`src/rtl/max7219_chain_if.sv`:
```
// Serial driver for a daisy chain of MAX7219 LED drivers.
// Captures one 16-bit word per device, shifts the whole chain out MSB first
// (farthest device first), and optionally ends the frame with a LOAD pulse.
module max7219_chain_if #(
  parameter int G_NB_DEVICES      = 4,
  parameter int G_MAX_HALF_PERIOD = 4,
  parameter int G_LOAD_DURATION   = 4
) (
  input  logic                         clk,
  input  logic                         rst,
  input  logic                         i_start,
  input  logic                         i_en_load,
  input  logic [16*G_NB_DEVICES-1:0]   i_data,
  input  logic [G_NB_DEVICES-1:0]      i_nop_mask,
  output logic                         o_busy,
  output logic                         o_done,
  output logic                         o_max7219_load,
  output logic                         o_max7219_data,
  output logic                         o_max7219_clk
);

  // state   | meaning
  // S_IDLE  | waiting for i_start, outputs quiet
  // S_SHIFT | serialising the chain, CLK low then high for every bit
  // S_LOAD  | LOAD held high to latch the shifted words
  // S_DONE  | one-cycle completion pulse, start requests ignored

  localparam int NB = 16 * G_NB_DEVICES;
  localparam int BW = $clog2(NB);
  localparam logic [BW-1:0] BIT_INIT  = BW'(NB - 1);
  localparam logic [7:0]    HALF_INIT = 8'(G_MAX_HALF_PERIOD - 1);
  localparam logic [7:0]    LOAD_INIT = 8'(G_LOAD_DURATION - 1);

  typedef enum logic [1:0] {S_IDLE, S_SHIFT, S_LOAD, S_DONE} state_t;

  state_t                  state_q, state_d;
  logic [NB-1:0]           shreg_q, shreg_d;
  logic [G_NB_DEVICES-1:0] mask_q, mask_d;
  logic                    en_load_q, en_load_d;
  logic [BW-1:0]           bit_cnt_q, bit_cnt_d;
  logic [7:0]              half_cnt_q, half_cnt_d;
  logic [7:0]              load_cnt_q, load_cnt_d;
  logic                    phase_q, phase_d;
  logic [NB-1:0]           masked_data;

  // No-op words are zeroed at capture so the shifter carries final frame data
  always_comb begin
    masked_data = '0;
    for (int k = 0; k < G_NB_DEVICES; k++) begin
      masked_data[16*k +: 16] = i_nop_mask[k] ? 16'h0000 : i_data[16*k +: 16];
    end
  end

  // State and datapath registers, cleared asynchronously
  always_ff @(posedge clk or posedge rst) begin
    if (rst) begin
      state_q    <= S_IDLE;
      shreg_q    <= '0;
      mask_q     <= '0;
      en_load_q  <= 1'b0;
      bit_cnt_q  <= '0;
      half_cnt_q <= '0;
      load_cnt_q <= '0;
      phase_q    <= 1'b0;
    end else begin
      state_q    <= state_d;
      shreg_q    <= shreg_d;
      mask_q     <= mask_d;
      en_load_q  <= en_load_d;
      bit_cnt_q  <= bit_cnt_d;
      half_cnt_q <= half_cnt_d;
      load_cnt_q <= load_cnt_d;
      phase_q    <= phase_d;
    end
  end

  // Next-state logic; all timers are down-counters ending at zero
  always_comb begin
    state_d    = state_q;
    shreg_d    = shreg_q;
    mask_d     = mask_q;
    en_load_d  = en_load_q;
    bit_cnt_d  = bit_cnt_q;
    half_cnt_d = half_cnt_q;
    load_cnt_d = load_cnt_q;
    phase_d    = phase_q;
    case (state_q)
      S_IDLE: begin
        if (i_start) begin
          shreg_d    = masked_data;
          mask_d     = i_nop_mask;
          en_load_d  = i_en_load;
          bit_cnt_d  = BIT_INIT;
          half_cnt_d = HALF_INIT;
          phase_d    = 1'b0;
          state_d    = S_SHIFT;
        end
      end
      S_SHIFT: begin
        if (half_cnt_q != 8'd0) begin
          half_cnt_d = half_cnt_q - 8'd1;
        end else if (!phase_q) begin
          phase_d    = 1'b1;
          half_cnt_d = HALF_INIT;
        end else if (bit_cnt_q == '0) begin
          phase_d = 1'b0;
          if (en_load_q) begin
            load_cnt_d = LOAD_INIT;
            state_d    = S_LOAD;
          end else begin
            state_d = S_DONE;
          end
        end else begin
          // next bit: DIN may only move here, at the start of a low phase
          phase_d    = 1'b0;
          half_cnt_d = HALF_INIT;
          bit_cnt_d  = bit_cnt_q - 1'b1;
          shreg_d    = shreg_q << 1;
          if (bit_cnt_q[3:0] == 4'd0) begin
            mask_d = mask_q << 1;
          end
        end
      end
      S_LOAD: begin
        if (load_cnt_q == 8'd0) begin
          state_d = S_DONE;
        end else begin
          load_cnt_d = load_cnt_q - 8'd1;
        end
      end
      S_DONE: begin
        state_d = S_IDLE;
      end
      default: begin
        state_d = S_IDLE;
      end
    endcase
  end

  // Outputs decoded from registers only, so reset forces them low at once
  always_comb begin
    o_busy         = (state_q == S_SHIFT) || (state_q == S_LOAD);
    o_done         = (state_q == S_DONE);
    o_max7219_load = (state_q == S_LOAD);
    o_max7219_clk  = (state_q == S_SHIFT) && phase_q;
    o_max7219_data = (state_q == S_SHIFT) && shreg_q[NB-1] && !mask_q[G_NB_DEVICES-1];
  end

endmodule

```
`config.mk`:
```
export PLATFORM = sky130hd
export DESIGN_NAME = max7219_chain_if
export DESIGN_NICKNAME = d
export VERILOG_FILES = /design/src/rtl/max7219_chain_if.sv
export SDC_FILE = /design/constraint.sdc
export NUM_CORES = 1
export LEC_CHECK = 0
export BUFFER_PORTS_ARGS = -buffer_cell sky130_fd_sc_hd__buf_4
export CAP_MARGIN = 20
export CORE_ASPECT_RATIO = 0.5
export CORE_MARGIN = 2
export CORE_UTILIZATION = 40
export CTS_BUF_LIST = sky130_fd_sc_hd__clkbuf_4 sky130_fd_sc_hd__clkbuf_8
export DETAILED_ROUTE_END_ITERATION = 8
export GPL_TIMING_DRIVEN = 0
export PLACE_DENSITY = 0.66
export SLEW_MARGIN = 20
export SYNTH_ARGS = -nofsm -noshare
export SYNTH_HDL_FRONTEND = slang
export SYNTH_SLANG_ARGS = --single-unit
```
`constraint.sdc`:
```
create_clock -name clk -period 3.2 [get_ports clk]
set_input_delay 0.8 -clock clk [delete_from_list [all_inputs] [get_ports clk]]
set_output_delay 0.8 -clock clk [all_outputs]
set_load 0.02 [all_outputs]
```
==> run_results.csv <==
group,metric,value,unit
status,run_status,"finished, final reports clean",
route,detail_route.wl_per_cell,15.7,um
clock_network,worst_path_clk_slew,0.09,ns
floorplan,design.portCount,77,
route,drt_iter0_markers,169,
timing,setup_ws,0.210,ns
placement,place_area,5760,um2
clock_network,hold_buffers,0,
clock_network,clkLatencyLatePin,0.36,ns
worst_setup_path,path_cells,"inv_1 > ha_1 > buf_2 > buf_2 > nand2_1 > nor2_1 > buf_4",
clock_network,clock_tree.buffer_depth,2,
synth,yosysWarnings,0,
route,remaining_drc_errors,0,
hold_path,worst_min_path_class,"in -> async",
placement,last_weighted_congestion_value_of_the_routability_driven_placer,0.792,
placement,placedCellCount,653,
timing,relSlewSlack,47.8,%
worst_setup_path,crit_slowest_cell,"sky130_fd_sc_hd__buf_2",
cells_and_area,post-route-cell-area,5940,um2
floorplan,design.die.area,13200,um2
timing,pin_slew_with_the_least_headroom_to_its_limit,0.773,ns
route,routed_wirelength,10500,um
worst_setup_path,critical_path.endpoint_type,"output pin",
timing,grt_setup_unrepaired,"no",
grt,grt_first_pass_wirelength,17700,um
synth,ys_top_cells_by_area,"sky130_fd_sc_hd__dfrtp_1 48%, sky130_fd_sc_hd__mux2_2 17%, sky130_fd_sc_hd__a22o_1 12%",
worst_setup_path,crit_arrival,2.19,ns
cells_and_area,antenna-diode-count,0,
timing,finalClockSkew,0.00630,ns
floorplan,die_height,82.4,um
worst_setup_path,timing.critical_path.fanout_max,26,
route,antenna_left,0,
timing,report.final.slew_viol_count,0,
worst_setup_path,cp_num_buf_inv,4,
synth,ys_types,52,
clock_network,ctsHtreeMaxLevel,3,
grt,initial_antenna_violation_count,0,
synth,synth_nets,491,
synth,synthArstFlopShare,100,%
run,drv_cap,0,
route,vias_per_cell,5.43,
clock_network,cts_num_sinks,94,
grt,track_usage,16.8,%
cells_and_area,post_route_cells_drive_above_1_share,39.3,%
synth,yosysSeqAreaShare,47.9,%
cells_and_area,final_net_count,579,
timing,finalCritPeriodShare,93.4,%
grt,grt_pass1_vias,3645,
grt,overflow,0,
timing,timing.final.hold_violations,0,
placement,preCtsSetupSlack,-0.349,ns
power,leakage,2.76,nW
worst_setup_path,crit_path_max_cell_delay,0.47,ns
placement,dpl.hpwl,7620,um
synth,post_synthesis_instance_area,4910,um2
clock_network,cts-root-buf,"sky130_fd_sc_hd__clkbuf_8",
synth,yosys.area.top_type,"sky130_fd_sc_hd__dfrtp_1",
clock_network,tritoncts,"done",
cells_and_area,final-instance-count-excl-fill,666,
cells_and_area,syn_to_final_growth,20.8,%
synth,synth_flop_cell,"sky130_fd_sc_hd__dfrtp_1",
timing,final.min_clock_period,2.99,ns
worst_setup_path,timing.critical_path.from_type,"flop",
synth,post-synth-top-area-fraction,47.9,%
synth,synth_enable_flop_cells,0,
power,peakVddDrop,0.000245,V
route,drt_pass1_iterations,4,
synth,syn-instance-count,409,
floorplan,core_region_area,11900,um2
route,detailroute.via_count,3616,
grt,largest_net_degree_at_the_start_of_global_routing,31,
floorplan,number_of_placement_rows,28,
clock_network,cts_buffers,9,
floorplan,die_width,161,um
timing,timing.fmax,0.334,GHz
placement,port-buffer-count,76,
worst_setup_path,cell_with_the_most_instances_on_the_worst_path,"sky130_fd_sc_hd__buf_2",
timing,minimum_hold_slack,0.485,ns
synth,synthesis.area_per_instance,12.0,um2
worst_setup_path,crit_path_max_delay_family,"buffers and inverters",
synth,yosys_register_bits,94,
power,power_per_cell_area,827,nW/um2
worst_setup_path,path_class,"reg -> out",
timing,setup_viol,0,
worst_setup_path,cp.required,2.40,ns
floorplan,initial_core_util,41.3,%
[cells by family after synthesis]
logic type / after synthesis / synth area share, %
and+or+nand+nor: 84 / 10.2
adders and majority gates: 10 / 2.55
muxes: 78 / 17.8
DFF: 94 / 47.9
buffers and inverters: 38 / 3.54
AOI/OAI and AO/OA: 105 / 18.1
[synth_stat cells (all sizes together), types with 3 or more instances]
| cell | instances |
|---|---|
| a21oi | 7 |
| nand3b | 3 |
| nand2b | 4 |
| buf | 10 |
| clkbuf | 16 |
| nor4b | 4 |
| or4 | 6 |
| or3 | 7 |
| ha | 10 |
| a22o | 65 |
| nor3b | 3 |
| nand2 | 14 |
| nor2 | 19 |
| o21ai | 7 |
| inv | 11 |
| nand4 | 3 |
| dfrtp | 94 |
| o31ai | 8 |
| mux2 | 76 |
| nor3 | 6 |
| nand3 | 5 |
| a221o | 4 |
[layout by cell type (no fill, tap or decap), types with 8 or more instances in the layout]
master | netlist | layout
sky130_fd_sc_hd__dfrtp_1 | 94 | 94
sky130_fd_sc_hd__buf_4 | 5 | 81
sky130_fd_sc_hd__mux2_2 | 76 | 76
sky130_fd_sc_hd__a22o_1 | 65 | 65
sky130_fd_sc_hd__nor2_1 | 19 | 19
sky130_fd_sc_hd__nand2_1 | 14 | 14
sky130_fd_sc_hd__clkbuf_1 | 15 | 13
sky130_fd_sc_hd__clkbuf_8 | 0 | 11
sky130_fd_sc_hd__inv_1 | 11 | 10
sky130_fd_sc_hd__ha_1 | 10 | 10
sky130_fd_sc_hd__o31ai_1 | 8 | 8
[registers in the layout (all words and copies together), names as in the netlist]
signal and flops:
bit_cnt_q 6, en_load_q 1, half_cnt_q 8, load_cnt_q 8, mask_q 4, phase_q 1
shreg_q 64, state_q 2
[worst reg2reg max path: cells and delay by family, from the launching register on]
family | cells | cell delay, ns
simple gates | 1 | 0.11
compound gates | 1 | 0.39
mux | 1 | 0.29
flops | 1 | 0.43
buf+inv | 5 | 1.46
fa+ha+maj | 1 | 0.14
[final cells by class]
type	count	area, um2
Sequential cell	94	2350
Clock buffer	11	151
Clock inverter	4	22.5
Inverter	12	48.8
Timing Repair Buffer	79	638
Multi-Input combinational cell	277	2400
Fill cell	1104	5970
Tap cell	165	206
Buffer	24	123
[final timing paths]
| check | start | endpoint | slack, ns | cells after the start |
|---|---|---|---|---|
| worst min register to register | shreg_q[35] | shreg_q[35] | 0.51 | 1 |
| min in group clk | shreg_q[35] | shreg_q[35] | 0.51 | 1 |
| worst max-delay path | state_q[1] | o_max7219_data | 0.21 | 7 |
| worst min-delay path | rst | shreg_q[9] | 0.49 | 2 |
| max in group asynchronous | rst | half_cnt_q[2] | 2.03 | 4 |
| worst max register to register | state_q[1] | shreg_q[12] | 0.29 | 9 |
[what timing repair did]
action / CTS / global route
gates resized for setup: 1 / 1
setup buffers: 0 / 0
setup endpoints to repair: 2 / 50
[power breakdown]
group	internal (mW)	leakage [nW]	switching, mW
registers	1.61	1.19	0.273
logic	1.16	1.48	1.13
clock network	0.317	0.0910	0.409
[routing by layer]
layer	track usage (%)	share of wire, %	vias up
met1	21.8	49	1809
li1	-	-	1737
met5	0	0	-
met4	4.91	0.90	0
met2	29.0	46	62
met3	3.90	3.7	8
[stage by stage]
stage	power (mW)	utilization [%]	TNS, ns
final	4.91	49.9	0
after global routing	5.28	49.9	0
after CTS	4.95	49.8	0
after detailed placement	4.22	48.4	-0.349
after global placement	4.16	47.8	-0.362
after floorplan	3.65	-	0
No activity file was read; power rests on OpenSTA's default activity.
